===== src/rtl/fp_subtractor_seq.sv =====
// Sequential IEEE-754 single-precision subtractor (out = in1 - in2), RNE.
// Bit-serial alignment and normalisation; denormal inputs flush to zero.
module fp_subtractor_seq #(
  parameter int MAX_ALIGN = 26
) (
  input  logic        clk,
  input  logic        rst_n,
  input  logic        in_valid,
  output logic        in_ready,
  input  logic [31:0] in1,
  input  logic [31:0] in2,
  output logic        out_valid,
  input  logic        out_ready,
  output logic [31:0] out
);

  typedef enum logic [2:0] {
    IDLE,
    UNPACK,
    ALIGN,
    ADDSUB,
    NORM,
    ROUND,
    DONE
  } state_t;

  localparam logic [31:0] QNAN  = 32'h7FC0_0000;
  localparam logic [7:0]  MAX_D = 8'(MAX_ALIGN);

  state_t      state;
  logic [31:0] op1;
  logic [31:0] op2;
  logic        sign_a;
  logic        sign_b;
  logic        both_neg;
  logic [26:0] man_a;
  logic [26:0] man_b;
  logic [27:0] man;
  logic [9:0]  exp;
  logic [7:0]  cnt;

  logic [7:0]  ea;
  logic [7:0]  eb;
  logic [22:0] fa;
  logic [22:0] fb;
  logic        za;
  logic        zb;
  logic        nan_a;
  logic        nan_b;
  logic        inf_a;
  logic        inf_b;
  logic        sa;
  logic        sb;
  logic [26:0] ma;
  logic [26:0] mb;
  logic        swap;
  logic [7:0]  big_e;
  logic [7:0]  small_e;
  logic [7:0]  d;

  always_comb begin
    ea    = op1[30:23];
    eb    = op2[30:23];
    fa    = op1[22:0];
    fb    = op2[22:0];
    za    = (ea == 8'h00);
    zb    = (eb == 8'h00);
    nan_a = (ea == 8'hFF) && (fa != 23'h0);
    nan_b = (eb == 8'hFF) && (fb != 23'h0);
    inf_a = (ea == 8'hFF) && (fa == 23'h0);
    inf_b = (eb == 8'hFF) && (fb == 23'h0);
    sa    = op1[31];
    sb    = ~op2[31];
    ma    = za ? 27'h0 : {1'b1, fa, 3'b000};
    mb    = zb ? 27'h0 : {1'b1, fb, 3'b000};
    // flushed operands compare as zero magnitude
    swap  = {eb, (zb ? 23'h0 : fb)} > {ea, (za ? 23'h0 : fa)};
    big_e   = swap ? eb : ea;
    small_e = swap ? ea : eb;
    d       = big_e - small_e;
  end

  logic [27:0] sum;

  always_comb begin
    if (sign_a == sign_b) begin
      sum = {1'b0, man_a} + {1'b0, man_b};
    end else begin
      sum = {1'b0, man_a} - {1'b0, man_b};
    end
  end

  logic        inc;
  logic [24:0] rnd;
  logic [22:0] frac;
  logic [9:0]  rexp;

  always_comb begin
    inc  = man[2] & (man[1] | man[0] | man[3]);
    rnd  = {1'b0, man[26:3]} + {24'h0, inc};
    frac = rnd[24] ? rnd[23:1] : rnd[22:0];
    rexp = exp + {9'h0, rnd[24]};
  end

  always_ff @(posedge clk) begin
    if (!rst_n) begin
      state     <= IDLE;
      in_ready  <= 1'b1;
      out_valid <= 1'b0;
      out       <= 32'h0;
      op1       <= 32'h0;
      op2       <= 32'h0;
      sign_a    <= 1'b0;
      sign_b    <= 1'b0;
      both_neg  <= 1'b0;
      man_a     <= 27'h0;
      man_b     <= 27'h0;
      man       <= 28'h0;
      exp       <= 10'h0;
      cnt       <= 8'h0;
    end else begin
      unique case (state)
        IDLE: begin
          if (in_valid) begin
            op1      <= in1;
            op2      <= in2;
            in_ready <= 1'b0;
            state    <= UNPACK;
          end
        end

        UNPACK: begin
          if (nan_a || nan_b) begin
            out       <= QNAN;
            out_valid <= 1'b1;
            state     <= DONE;
          end else if (inf_a && inf_b) begin
            out       <= (sa != sb) ? QNAN : {sa, 8'hFF, 23'h0};
            out_valid <= 1'b1;
            state     <= DONE;
          end else if (inf_a || inf_b) begin
            out       <= {(inf_a ? sa : sb), 8'hFF, 23'h0};
            out_valid <= 1'b1;
            state     <= DONE;
          end else begin
            sign_a   <= swap ? sb : sa;
            sign_b   <= swap ? sa : sb;
            man_a    <= swap ? mb : ma;
            man_b    <= swap ? ma : mb;
            both_neg <= sa & sb;
            exp      <= {2'b00, big_e};
            cnt      <= d;
            state    <= (d == 8'h00) ? ADDSUB : ALIGN;
          end
        end

        ALIGN: begin
          if (cnt > MAX_D) begin
            man_b <= (man_b != 27'h0) ? 27'h1 : 27'h0;
            state <= ADDSUB;
          end else begin
            man_b <= {1'b0, man_b[26:2], man_b[1] | man_b[0]};
            cnt   <= cnt - 8'h1;
            if (cnt == 8'h1) begin
              state <= ADDSUB;
            end
          end
        end

        ADDSUB: begin
          man   <= sum;
          state <= (sum[27] || !sum[26]) ? NORM : ROUND;
        end

        NORM: begin
          if (man[27]) begin
            man   <= {1'b0, man[27:2], man[1] | man[0]};
            exp   <= exp + 10'h1;
            state <= ROUND;
          end else if (man == 28'h0) begin
            out       <= {both_neg, 31'h0};
            out_valid <= 1'b1;
            state     <= DONE;
          end else if (exp <= 10'h1) begin
            // the next left shift would reach exponent zero
            out       <= {sign_a, 31'h0};
            out_valid <= 1'b1;
            state     <= DONE;
          end else begin
            man <= {man[26:0], 1'b0};
            exp <= exp - 10'h1;
            if (man[25]) begin
              state <= ROUND;
            end
          end
        end

        ROUND: begin
          if (rexp >= 10'd255) begin
            out <= {sign_a, 8'hFF, 23'h0};
          end else begin
            out <= {sign_a, rexp[7:0], frac};
          end
          out_valid <= 1'b1;
          state     <= DONE;
        end

        DONE: begin
          if (out_ready) begin
            out_valid <= 1'b0;
            in_ready  <= 1'b1;
            state     <= IDLE;
          end
        end

        default: begin
          state     <= IDLE;
          in_ready  <= 1'b1;
          out_valid <= 1'b0;
        end
      endcase
    end
  end

endmodule


===== config.mk =====
export PLATFORM = sky130hd
export DESIGN_NAME = fp_subtractor_seq
export DESIGN_NICKNAME = d
export VERILOG_FILES = /design/src/rtl/fp_subtractor_seq.sv
export SDC_FILE = /design/constraint.sdc
export NUM_CORES = 1
export LEC_CHECK = 0
export CAP_MARGIN = 30
export CORE_MARGIN = 2
export CORE_UTILIZATION = 25
export CTS_CLUSTER_SIZE = 12
export DETAILED_ROUTE_END_ITERATION = 10
export GPL_ROUTABILITY_DRIVEN = 0
export PLACE_DENSITY = 0.38
export SLEW_MARGIN = 10
export SYNTH_ARGS = -nofsm -noshare
export SYNTH_HDL_FRONTEND = slang
export SYNTH_SLANG_ARGS = --single-unit
export TNS_END_PERCENT = 30

===== constraint.sdc =====
create_clock -name clk -period 4.8 [get_ports clk]
set_clock_uncertainty 0.15 [all_clocks]
set_input_delay 0.96 -clock clk [delete_from_list [all_inputs] [get_ports clk]]
set_output_delay 0.96 -clock clk [all_outputs]
set_load 0.02 [all_outputs]

==> results.yml <==
status:
  status: "finished, final reports clean"
hold_path:
  hold_start: "out[16]"
  hold_end: "out[16]"
  hold_path.class: "register to register"
  hold_depth: 2
setup_path:
  crit_chain: "nor4_2 -> buf_4 -> nand2_1 -> buf_6 -> nand2_1 -> ha_1 -> a21oi_1 -> o21ai_0 -> a221oi_1 -> and4_4 -> o211a_1 -> nor2_1 -> ha_1 -> nand2_1 -> inv_1 -> o311ai_2 -> a21oi_1 -> or3_1 -> and2_1 -> o41ai_2"
  crit_family: "compound AO/OA/AOI/OAI gates"
  path_common_cell: "nand2_1"
  max_stage_delay_ns: 0.38
  worstPathArrival_ns: 4.82
  crit_fanout: 24
  endpoint_kind: "register"
  critPathKind: "register to register"
  regToRegStartpoint: "op1[27]"
  reg2reg_depth: 20
  crit_buf_inv: 3
  crit_path_top_delay_cell: "or3_1"
  r2r_end: "state[0]"
  r2r_setup_slack_ns: 0.27
  cp.required_ns: 5.10
  crit_path_start_kind: "register"
placed_design:
  port_buffers: 101
  place_area_um2: 14680
  dp_hpwl_um: 33170
  dp.cells: 2459
global_route:
  antenna_found_initial: 0
  grt_max_degree: 68
  grt_pass1_vias: 12150
  grt_use_total_pct: 16.61
  grt.overflow.total: 0
  grt_pass1_wl_um: 70870
clocking:
  cts_hold_buf: 0
  clk_pin_slew_ns: 0.06
  clock-sinks: 201
  cts_tree: "done"
  clk_latency_ns: 0.55
  clk_path_buf_depth: 3
  cts_root_buf: "clkbuf_16"
  cts_buffers: 26
  cts_htree_levels: 1
die:
  io_pins: 102
  die_w_um: 230.0
  coreArea_um2: 50270
  die-area_um2: 52900
  die_h_um: 230.0
  initial_utilization_pct: 25.40
  rows: 82
detailed_routing:
  dr.first_iter.drc_count: 836
  wl_per_cell_um: 17.81
  finalWirelength_um: 44680
  drc_errors: 0
  vias_per_cell: 5.004
  ant_nets: 0
  vias: 12550
  first_pass_iters: 5
yosys:
  synth_area_per_cell_um2: 7.318
  synth_top_area_share_pct: 31.51
  synthArstFlopShare_pct: 0
  synth-seq-cells: 201
  syn_area_um2: 12770
  yosysTopAreaCell: "dfxtp_1"
  ys_seq_area_share_pct: 31.51
  syn_inst: 1745
  synthFlopType: "dfxtp_1"
  synth_edf_count: 0
  synth.distinct_cells: 76
  synth_nets: 1881
  yosysWarnings: 0
  synth_area_leaders: "dfxtp_1 32%, nand2_1 8.8%, a21oi_1 6.9%, ha_1 6.6%, nor2_1 5.2%"
sta:
  fin_crit_sh_pct: 94.29
  worst_pin_slew_ns: 0.9451
  setup-tns-final_ns: 0
  finalSetupViolations: 0
  finalCriticalPeriod_ns: 4.526
  slew_headroom_pct: 36.54
  rsz0062_at_grt: "false"
  hold_viol: 0
  max_freq_ghz: 0.2209
  slew_viol_final: 0
job:
  maxCapViolations: 0
cells_and_area:
  regArea_um2: 4024
  finalNonFillerCells: 2509
  drive_gt1_share_pct: 7.676
  final_cell_area_um2: 15610
  final_core_util_pct: 31.05
  layout_common_cells: "298 x nand2_1, 201 x dfxtp_1, 174 x nor2_1, 174 x a21oi_1, 115 x o21ai_0"
  multi_input_area_um2: 8183
  area_growth_pct: 22.25
  nFillCells: 5524
  mostFrequentLayoutCell: "nand2_1"
  fin_nets: 1954
  antennaDiodeCount: 0
pwr:
  power.density_nw_per_um2: 715.7
  ir_worst_vdd_v: 0.0004146
  finalPower_w: 0.01117
  p_leak_nw: 5.811
## synthesized netlist by cell type (all sizes together) (25+ instances only)
cell type and instances:
o21ai 119, nand2 299, xnor2 44, ha 67
a21oi 176, inv 38, clkbuf 102, nor3 65
xor2 32, nand3 38, a211oi 25, a221oi 38
o211ai 35, nor2 176, dfxtp 201, nor4 34
and2 37
## repair_timing
action / in CTS / in global routing
gates resized for setup: 0 / 9
endpoints found under the setup margin: 0 / 3
setup buffers: 0 / 3
## cell families after synthesis
| family | count (synthesis) | share of synthesized area (%) |
|---|---|---|
| multiplexers | 9 | 0.7544 |
| flip-flops | 201 | 31.51 |
| buffers and inverters | 160 | 4.889 |
| AND/OR/NAND/NOR | 718 | 25.49 |
| adder cells (fa/ha/maj) | 68 | 6.722 |
| AO/OA/AOI/OAI | 513 | 25.42 |
| XOR/XNOR | 76 | 5.213 |
## layer usage
| metal | part of all wire (%) | wire length [um] | vias to the layer above | track usage, % |
|---|---|---|---|---|
| li1 | - | - | 6411 | - |
| met1 | 50 | 22560 | 5825 | 24.44 |
| met2 | 44 | 19460 | 276 | 26.05 |
| met3 | 4.3 | 1908 | 42 | 1.935 |
| met4 | 1.7 | 752 | 0 | 3.105 |
| met5 | 0 | 0 | - | 0 |
## per-stage QoR
| step | hold slack (ns) | worst slack [ns] |
|---|---|---|
| finish | 0.3014 | 0.2740 |
| global route | 0.3269 | 0.0006213 |
| CTS | 0.3041 | 0.09166 |
| detailed placement | 0.2964 | 0.1232 |
| global placement | 0.2939 | 0.1503 |
| floorplan | 0.2862 | 0.4988 |
## state kept, by name (all words and copies together), names as in the netlist, 3 cells and up
signal and flops:
cnt 8, exp 10, man 28, man_a 24, man_b 27, op1 32
op2 32, out 32, state 3
## cell type report
class,count,share of cell area (%)
repair buffers,165,9.890
multi-input cells,1384,52.42
inverters,40,0.9778
well taps,672,5.386
clock buffers,42,5.394
clock inverters,5,0.1603
flip-flops and latches,201,25.78
## worst register-to-register path: cells and delay by family (launching register included)
| kind | cells | cell delay [ns] |
|---|---|---|
| flip-flops | 1 | 0.36 |
| AO/OA/AOI/OAI | 7 | 1.55 |
| AND/OR/NAND/NOR | 8 | 1.51 |
| adder cells (fa/ha/maj) | 2 | 0.47 |
| buffers and inverters | 3 | 0.40 |
## worst max path at each step
stage               startpoint  slack [ns]  cells after the start       end
finish                 op1[27]        0.27                     20  state[0]
global route           op2[27]      0.0006                     20  state[0]
CTS                    op2[27]        0.09                     20  state[0]
detailed placement     op2[27]        0.12                     20  state[0]
global placement       op2[27]        0.15                     20  state[0]
floorplan              op2[23]        0.50                     20  state[0]
## where the power goes
part	switching [W]	leakage (nW)	internal, W
logic	0.00425	3.74	0.00249
clock network	0.000781	0.436	0.00119
registers	0.000421	1.64	0.00204
total	0.00545	5.81	0.00572
Note: power is estimated with default switching activity, not from simulation.
==> RTL change, RTL diff (config.mk and constraints unchanged) <==
Re-encode `state_t` (7 states) as one-hot, 7 bits wide.
--- a/src/rtl/fp_subtractor_seq.sv
+++ b/src/rtl/fp_subtractor_seq.sv
@@ -15,12 +15,12 @@
 );
 
-  typedef enum logic [2:0] {
-    IDLE,
-    UNPACK,
-    ALIGN,
-    ADDSUB,
-    NORM,
-    ROUND,
-    DONE
+  typedef enum logic [6:0] {
+    IDLE   = 7'b0000001,
+    UNPACK = 7'b0000010,
+    ALIGN  = 7'b0000100,
+    ADDSUB = 7'b0001000,
+    NORM   = 7'b0010000,
+    ROUND  = 7'b0100000,
+    DONE   = 7'b1000000
   } state_t;
 
Function: same outputs for any inputs over 4 cycles, from zero or initial values and one cycle with rst_n low; so few cycles prove little.
==> RTL change against the original RTL <==
Final cell count fell by 0.48%; worst setup slack better by 0.033 ns; die area fell by 0.22%; wire length down 3.7%; via count decreased by 1.0%; sequential cell count increased by 4; final area down 0.38%; count of clock-buffer cells in the layout is 5 lower; area after synthesis down 0.23%; first-iteration DRC count down 12%.
Power is not compared: it rests on default switching activity, and its combinational part moved more than twofold at a synthesized area within 25%.
==> RTL change: results (changes against the original RTL) <==
metric	value	unit	change
vias in the first global route	12000		-1.6%
DRT Pass-1 Iters	5		unchanged
Sw Pwr	0.00177	W	
leakage	5.84	nW	
htree depth	1		unchanged
layout cell share with drive strength beyond 1	7.01	%	-0.66 points
die width	230	microns	-0.11%
worst endpoint data arrival time	4.80	ns	-0.02 ns
Vias/cell	4.98		-0.54%
Post-layout nets	1940		-0.72%
Crit Path Max Fanout	7		-71%
WL/cell	17.2	microns	-3.3%
synth unique cells	70		-7.9%
most frequent cells after synthesis	nand2_1 (290), dfxtp_1 (205), nor2_1 (186)		
Clock Path Buffers	3		unchanged
VDD IR-drop max	256	uV	
buffers added on ports	101		unchanged
Post-synth ARST share	0	%	unchanged
Post-DP HPWL	31900	microns	-3.8%
cell area after placement	14600	sq um	-0.75%
Regs by FF count	op1 x32, op2 x32, out x32		
slowest CP cell	dfxtp_1		
TritonCTS buffer count	27		+3.8%
first-pass GRT wire length	68500	microns	-3.3%
Least-Margin Pin Slew	0.852	ns	-0.0936 ns
largest net degree at the start of global routing	81		+19%
root buffer cell	clkbuf_16		
pre-CTS setup slack	0.129	ns	+0.00619 ns
Iteration-0 DRC Markers	738		-12%
fill count	5531		+0.13%
clk_lat worst skew	0.57	ns	+0.02 ns
status	finished, final reports clean		
synth top area cells	dfxtp_1 (32%), nand2_1 (8.5%), a21oi_1 (7.1%)		
initial antenna violation count	0		unchanged
Reg clk slew, reported paths	0.06	ns	about the same
Hold Path Class	reg2reg		
Synth area leader	dfxtp_1		
total track usage	16.0	%	-0.65 points
yosys warns	0		unchanged
top cell family by delay on the critical path	compound AO/OA/AOI/OAI gates		
slowest cell delay on critical path	0.38	ns	about the same
antenna diode count	0		unchanged
post-synthesis sequential area ratio	32.2	%	+0.70 points
==> RTL change: through the flow <==
stage	util (%)	hold WS (ns)	cells
after floorplan	-	0.287	1741
after global placement	29.0	0.293	2446
after detailed placement	29.0	0.296	2446
after CTS	30.9	0.303	2496
after global routing	30.9	0.329	2497
final	30.9	0.301	2497
==> RTL change: final timing paths <==
| path | endpoint | start | depth (start not counted) | slack, ns |
|---|---|---|---|---|
| setup / recovery | state[5] | man_b[0] | 19 | 0.31 |
| hold / removal | out[16] | out[16] | 2 | 0.30 |
| setup reg to reg | state[5] | man_b[0] | 19 | 0.31 |
| hold reg to reg | out[16] | out[16] | 2 | 0.30 |
==> RTL change: cell type report <==
class                      count  share of cell area [%]
timing repair buffer         154                    9.30
clock inverter                13                    1.02
inverter                      38                   0.933
sequential                   205                    26.4
tap                          672                    5.41
multi-input combinational   1378                    51.9
clock buffer                  37                    5.04
==> RTL change: cells by family (layout without fill, tap and decap cells) <==
logic type	after synthesis	after routing	share of synthesized area, %
and+or+nand+nor	724	724	25.8
DFF	205	205	32.2
AOI/OAI and AO/OA	497	497	24.3
muxes	9	9	0.727
adders and majority gates	68	68	6.74
xor gates and xnor gates	80	80	5.50
buffers and inverters	158	242	4.76
==> RTL change: worst reg2reg max path: stages, from the launching register on <==
cell and delay [ns]:
dfxtp_1 0.38, inv_1 0.09, ha_1 0.24, nand3_1 0.15, nor2_1 0.27, nor4bb_1 0.34, buf_4 0.18, nor2_1 0.05
xor2_1 0.14, ha_1 0.36, and4_1 0.26, inv_1 0.06, o221ai_1 0.14, a21o_1 0.21, a31o_2 0.24, a211oi_1 0.33
o21ai_0 0.16, xnor2_1 0.31, o21ai_1 0.16, o211a_1 0.15
==> RTL change: metal layers <==
metal	vias up	track usage (%)	wire, microns
met5	-	0	0
li1	6365	-	-
met3	62	1.97	1520
met4	0	4.03	979
met1	5757	23.8	22400
met2	242	24.2	18100
==> RTL change: power groups by stage <==
stage               combinational [W]  clock, W  sequential, W
floorplan                    0.000881         0        0.00188
global placement              0.00136         0        0.00190
detailed placement            0.00135         0        0.00190
CTS                           0.00136   0.00222        0.00186
global route                  0.00152   0.00229        0.00187
finish                        0.00137   0.00214        0.00186
==> RTL change: what timing repair did <==
action / CTS / global route
buffers inserted: 0 / 1
gates resized for setup: 0 / 8
hold buffers: 0 / 0
endpoints found under the setup margin: 0 / 15
